**src/rtl/div_ctrl.sv**
```systemverilog
// div_ctrl: multi-cycle restoring-division sequencer for RV32M DIV/DIVU/REM/REMU.
// Define DIV_FLUSH_EN to let flush_i abort an in-flight request.

// state  | meaning
// IDLE   | waiting for a divide request
// START  | operand magnitudes, divide-by-zero / overflow shortcut
// CALC   | one restoring-division step per cycle, XLEN cycles
// END    | result registered, ready_o/reg_we_o high for this cycle
module div_ctrl #(
  parameter int XLEN = 32
) (
  input  logic            clk,
  input  logic            rst,
  input  logic            start_i,
  input  logic [2:0]      op_i,
  input  logic [XLEN-1:0] dividend_i,
  input  logic [XLEN-1:0] divisor_i,
  input  logic [4:0]      reg_waddr_i,
  input  logic            flush_i,
  output logic [XLEN-1:0] result_o,
  output logic            ready_o,
  output logic            busy_o,
  output logic [4:0]      reg_waddr_o,
  output logic            reg_we_o
);

  localparam int CW = $clog2(XLEN) + 1;
  localparam logic [CW-1:0]   LAST    = CW'(XLEN - 1);
  localparam logic [XLEN-1:0] MIN_NEG = {1'b1, {(XLEN-1){1'b0}}};

  typedef enum logic [1:0] {S_IDLE, S_START, S_CALC, S_END} state_t;

  state_t          state, state_nxt;
  logic [XLEN-1:0] dvd_q, dvs_q, dvs_abs_q, rem_q, quot_q;
  logic [1:0]      op_q;
  logic [4:0]      rd_q;
  logic [CW-1:0]   count;
  logic            accept, init, step, fin, flush;
  logic [XLEN-1:0] result_nxt;

  logic            is_signed, dvd_neg, dvs_neg, dvs_zero, ovf, fits;
  logic [XLEN-1:0] dvd_abs, dvs_abs;
  logic [XLEN:0]   shifted;
  logic [XLEN+1:0] diff;
  logic [XLEN-1:0] rem_step, quot_step, quot_fix, rem_fix;

`ifdef DIV_FLUSH_EN
  assign flush = flush_i;
`else
  logic unused_flush;
  assign unused_flush = flush_i;
  assign flush        = 1'b0;
`endif

  // funct3[0]=0 selects the signed variants (DIV/REM)
  assign is_signed = ~op_q[0];
  assign dvd_neg   = is_signed & dvd_q[XLEN-1];
  assign dvs_neg   = is_signed & dvs_q[XLEN-1];
  assign dvd_abs   = dvd_neg ? -dvd_q : dvd_q;
  assign dvs_abs   = dvs_neg ? -dvs_q : dvs_q;
  assign dvs_zero  = (dvs_q == '0);
  assign ovf       = is_signed && (dvd_q == MIN_NEG) && (dvs_q == '1);

  // Trial subtract on {rem,quot} shifted left; a positive difference never reaches bit XLEN
  assign shifted   = {rem_q, quot_q[XLEN-1]};
  assign diff      = {1'b0, shifted} - {2'b00, dvs_abs_q};
  assign fits      = ~|diff[XLEN+1:XLEN];
  assign rem_step  = fits ? diff[XLEN-1:0] : shifted[XLEN-1:0];
  assign quot_step = {quot_q[XLEN-2:0], fits};
  assign quot_fix  = (dvd_neg ^ dvs_neg) ? -quot_step : quot_step;
  assign rem_fix   = dvd_neg ? -rem_step : rem_step;

  always_ff @(posedge clk or negedge rst) begin
    if (!rst) state <= S_IDLE;
    else      state <= state_nxt;
  end

  always_comb begin
    state_nxt  = state;
    accept     = 1'b0;
    init       = 1'b0;
    step       = 1'b0;
    fin        = 1'b0;
    result_nxt = '0;
    case (state)
      S_IDLE: begin
        if (start_i && op_i[2]) begin
          accept    = 1'b1;
          state_nxt = S_START;
        end
      end
      S_START: begin
        if (dvs_zero) begin
          fin        = 1'b1;
          result_nxt = op_q[1] ? dvd_q : '1;
          state_nxt  = S_END;
        end else if (ovf) begin
          fin        = 1'b1;
          result_nxt = op_q[1] ? '0 : MIN_NEG;
          state_nxt  = S_END;
        end else begin
          init      = 1'b1;
          state_nxt = S_CALC;
        end
      end
      S_CALC: begin
        step = 1'b1;
        if (count == LAST) begin
          fin        = 1'b1;
          result_nxt = op_q[1] ? rem_fix : quot_fix;
          state_nxt  = S_END;
        end
      end
      S_END:   state_nxt = S_IDLE;
      default: state_nxt = S_IDLE;
    endcase
    if (flush) begin
      state_nxt = S_IDLE;
      accept    = 1'b0;
      fin       = 1'b0;
    end
  end

  always_ff @(posedge clk or negedge rst) begin
    if (!rst) begin
      dvd_q       <= '0;
      dvs_q       <= '0;
      dvs_abs_q   <= '0;
      op_q        <= '0;
      rd_q        <= '0;
      rem_q       <= '0;
      quot_q      <= '0;
      count       <= '0;
      result_o    <= '0;
      reg_waddr_o <= '0;
      ready_o     <= 1'b0;
    end else begin
      ready_o <= fin;
      if (accept) begin
        dvd_q <= dividend_i;
        dvs_q <= divisor_i;
        op_q  <= op_i[1:0];
        rd_q  <= reg_waddr_i;
      end
      if (init) begin
        rem_q     <= '0;
        quot_q    <= dvd_abs;
        dvs_abs_q <= dvs_abs;
        count     <= '0;
      end
      if (step) begin
        rem_q  <= rem_step;
        quot_q <= quot_step;
        count  <= count + CW'(1);
      end
      if (fin) begin
        result_o    <= result_nxt;
        reg_waddr_o <= rd_q;
      end
    end
  end

  assign busy_o   = (state != S_IDLE);
  assign reg_we_o = ready_o;

endmodule

```
**config.mk**
```make
export PLATFORM = sky130hd
export DESIGN_NAME = div_ctrl
export DESIGN_NICKNAME = d
export VERILOG_FILES = /design/src/rtl/div_ctrl.sv
export SDC_FILE = /design/constraint.sdc
export NUM_CORES = 1
export LEC_CHECK = 0
export CORE_MARGIN = 5
export CORE_UTILIZATION = 45
export DETAILED_ROUTE_END_ITERATION = 12
export GPL_ROUTABILITY_DRIVEN = 1
export PLACE_DENSITY_LB_ADDON = 0.1
export SETUP_SLACK_MARGIN = 0.4
export SYNTH_ARGS = -nofsm -noshare
export SYNTH_HDL_FRONTEND = slang
export SYNTH_SLANG_ARGS = --single-unit
```
**constraint.sdc**
```tcl
create_clock -name clk -period 9.3 [get_ports clk]
set_clock_uncertainty 0.15 [all_clocks]
set_input_delay 0.93 -clock clk [delete_from_list [all_inputs] [get_ports clk]]
set_output_delay 0.93 -clock clk [all_outputs]
set_load 0.005 [all_outputs]
```
==> flow_metrics.env <==
export IMPL_synth_xor_area_frac=0.0841
export IMPL_worstMarginPinSlew_ns=1.23
export IMPL_drt_vias_per_instance=5.86
export IMPL_synthesis_nets=1878
export IMPL_synth_edf_count=0
export IMPL_synth_top_family_by_area="compound AO/OA/AOI/OAI gates"
export IMPL_slowest_stage="or4_1"
export IMPL_synth_simple_gate_area_frac=0.180
export IMPL_grt_pass1_wl_um=71000
export IMPL_ios=116
export IMPL_drive_gt1_frac=0.0932
export IMPL_synthesis_area_mm2=0.0148
export IMPL_grt_usage=0.240
export IMPL_p_leak_nw=6.96
export IMPL_route_detailed_drc=0
export IMPL_finalSetupViolCount=0
export IMPL_grt_pass1_vias=12800
export IMPL_clk_pin_slew_ns=0.06
export IMPL_cts_max_level=1
export IMPL_synthAdderAreaFrac=0.0352
export IMPL_fmax_mhz=170
export IMPL_routed_top_layer="met4"
export IMPL_grt_start_max_net_pins=93
export IMPL_crit_chain="inv_1 -> ha_1 -> fa_1 -> nand2b_1 -> a211oi_2 -> o21ai_1 -> o21ai_2 -> a21boi_2 -> xor2_1 -> buf_4 -> nor2_4 -> inv_2 -> ha_1 -> and2_1 -> nand2_1 -> or4_1 -> or2_1 -> or4_1 -> o41ai_1 -> xor2_1 -> a221oi_1 -> a21oi_1 -> a21oi_1"
export IMPL_wl_met1_um=20900
export IMPL_drv_cap=0
export IMPL_comb_power_share=0.485
export IMPL_cts_root_buf="clkbuf_16"
export IMPL_async_flop_share=1.00
export IMPL_synthMuxAreaShare=0.0735
export IMPL_gp_congestion=0.856
export IMPL_p_switching_mw=2.33
export IMPL_wl_met2_um=19700
export IMPL_cts_buffer_depth=3
export IMPL_max_slew_margin_rel=0.180
export IMPL_std_cell_rows=66
export IMPL_drtPass1Iterations=5
export IMPL_dieArea_mm2=0.0366
export IMPL_ant_nets=0
export IMPL_dpl_hpwl_um=32000
export IMPL_cp_data_required_time_ns=9.62
export IMPL_cpPeakStageDelay_ns=0.50
export IMPL_synth_warnings=0
export IMPL_nNetsFinal=1925
export IMPL_areaGrowthSynthToFinish_pct=15.3
export IMPL_clkPwrFrac=0.204
export IMPL_final_core_util=0.525
export IMPL_critical_path_class="reg2reg"
export IMPL_mostFrequentLayoutCells="dfrtp_1 (213), nand2_1 (177), a21oi_1 (174)"
export IMPL_slew_viol_final=0
export IMPL_wirelength_um=44100
export IMPL_detail_route_wl_per_cell_um=19.5
export IMPL_die_w_um=191
export IMPL_rsz0062_at_grt="no"
export IMPL_antenna_cells=0
export IMPL_ys_types=84
export IMPL_core_area_mm2=0.0325
export IMPL_hold_path_class="in2async"
export IMPL_cts_tree="done"
export IMPL_synth_seq_cells=213
export IMPL_arrival_ns=6.20
export IMPL_critPathLaunchType="flip-flop"
export IMPL_final_common_cell="dfrtp_1"
export IMPL_synth_sequential_area_ratio=0.360
export IMPL_synth_compound_area_frac=0.219
export IMPL_holdBufCountCts=0
export IMPL_num_vias=13300
export IMPL_timing_hold_ws_ns=0.247
export IMPL_seq_power_share=0.310
export IMPL_wl_met3_um=2530
export IMPL_numCtsBuffers=27
export IMPL_synthCells=1761
export IMPL_clk_latency_ns=0.56
export IMPL_drt_iter0_markers=1073
export IMPL_period_share=0.631
export IMPL_clock_sinks=213
export IMPL_p_int_mw=2.90
export IMPL_power_density_mw_per_mm2=307
export IMPL_crit_fanout=12
export IMPL_cp_end_kind="flip-flop"
export IMPL_hold_violations=0
export IMPL_portBuffers=114
export IMPL_total_power_mw=5.23
export IMPL_p_sw_frac=0.446
export IMPL_finalCriticalPeriod_ns=5.87
export IMPL_syn_mean_instance_area_um2=8.40
export IMPL_synthFlopType="dfrtp_1"
export IMPL_antenna_found_initial=0
export IMPL_status="completed"
export IMPL_cts_repair_resized=0
export IMPL_finalSetupTns_ns=0
export IMPL_overflow=0
export IMPL_max_vdd_ir_drop_mv=0.219
export IMPL_initial_core_util=0.456
export IMPL_fillers=3134
export IMPL_die_h_um=191
export IMPL_post_cts_buffers=0
## worst paths after layout
check / startpoint / to / slack, ns / cells past startpoint
min: rst / dvs_q[9] / 0.25 / 1
min in group clk: rd_q[0] / reg_waddr_o[0] / 0.32 / 2
max: quot_q[31] / result_o[26] / 3.43 / 23
max in group asynchronous: rst / dvd_q[15] / 6.62 / 3
min reg2reg: rd_q[0] / reg_waddr_o[0] / 0.32 / 2
max reg2reg: quot_q[31] / result_o[26] / 3.43 / 23
## layout make-up
type                    instances  area, µm²  area share
inverters                      62        233      0.0137
well taps                     442        553      0.0324
clock inverters                 8        133     0.00778
repair buffers                128       1250      0.0734
clock buffers                  37        763      0.0448
multi-input cells            1376       8780       0.515
flip-flops and latches        213       5330       0.313
## flip-flops by register name, summed over array words and instances (netlist names)
register,cells
dvd_q,32
dvs_abs_q,32
dvs_q,32
quot_q,32
rem_q,32
result_o,32
count,6
rd_q,5
reg_waddr_o,5
op_q,2
state,2
ready_o,1
## power groups by stage
stage	sequential (mW)	combinational [mW]	clock, mW
2_1_floorplan	1.49	2.01	0
3_3_place_gp	1.62	2.49	0
3_5_place_dp	1.63	2.53	0
4_1_cts	1.62	2.54	1.09
5_1_grt	1.67	2.84	1.13
6_report	1.62	2.54	1.07
## critical path, delay by kind of cell, from the launching register on
kind | cells | cell delay [ns]
simple gates | 7 | 1.77
buf+inv | 3 | 0.39
flops | 1 | 0.48
compound gates | 8 | 1.88
fa+ha+maj | 3 | 0.81
xor+xnor | 2 | 0.28
## cell families after synthesis
group / Yosys count
AOI/OAI and AO/OA: 537
xor gates and xnor gates: 142
and+or+nand+nor: 557
DFF: 213
muxes: 99
adders and majority gates: 41
buffers and inverters: 172
## Yosys cell counts (4+ instances only)
library cell | instances | area [µm²]
o21ai_0 | 173 | 866
nand2b_1 | 13 | 81.3
buf_1 | 6 | 22.5
nor3_1 | 26 | 130
ha_1 | 40 | 500
or4_1 | 13 | 97.6
a211oi_1 | 8 | 60.1
o211a_1 | 5 | 50.1
o21a_1 | 10 | 75.1
and4_1 | 5 | 43.8
and2_1 | 9 | 56.3
a31oi_1 | 23 | 144
a21oi_1 | 174 | 871
nor2_1 | 168 | 631
and3_1 | 11 | 68.8
nand4_1 | 20 | 125
mux2i_1 | 23 | 230
clkbuf_1 | 74 | 278
xnor2_1 | 70 | 613
buf_4 | 4 | 30.0
nand2_1 | 177 | 664
o31a_1 | 5 | 43.8
inv_1 | 60 | 225
dfrtp_1 | 213 | 5330
a221oi_1 | 4 | 35.0
o211ai_1 | 27 | 203
or2_2 | 4 | 25.0
mux2_2 | 76 | 856
a31o_2 | 5 | 43.8
a211o_1 | 7 | 61.3
o31ai_1 | 18 | 135
o22ai_1 | 5 | 31.3
o21ai_1 | 8 | 40.0
nor3b_1 | 4 | 30.0
xor2_1 | 72 | 631
or3_1 | 12 | 75.1
buf_2 | 23 | 115
nand3_1 | 43 | 215
nor2b_1 | 9 | 56.3
o41ai_1 | 11 | 96.3
nor4_1 | 21 | 131
a21o_1 | 11 | 82.6
## metrics by stage
stage	cells	worst slack [ns]	cell area, µm²
final	2266	3.43	17000
after global routing	2266	3.07	17000
after CTS	2266	3.48	17000
after detailed placement	2221	3.54	16100
after global placement	2221	3.56	16100
after floorplan	1761	3.63	14800
## per-layer routing
metal | track usage | vias to the layer above
met5 | 0 | -
met4 | 0.0586 | 0
met3 | 0.0351 | 61
met2 | 0.368 | 338
met1 | 0.357 | 6465
li1 | - | 6417
Power figures use the tool's default switching activity.
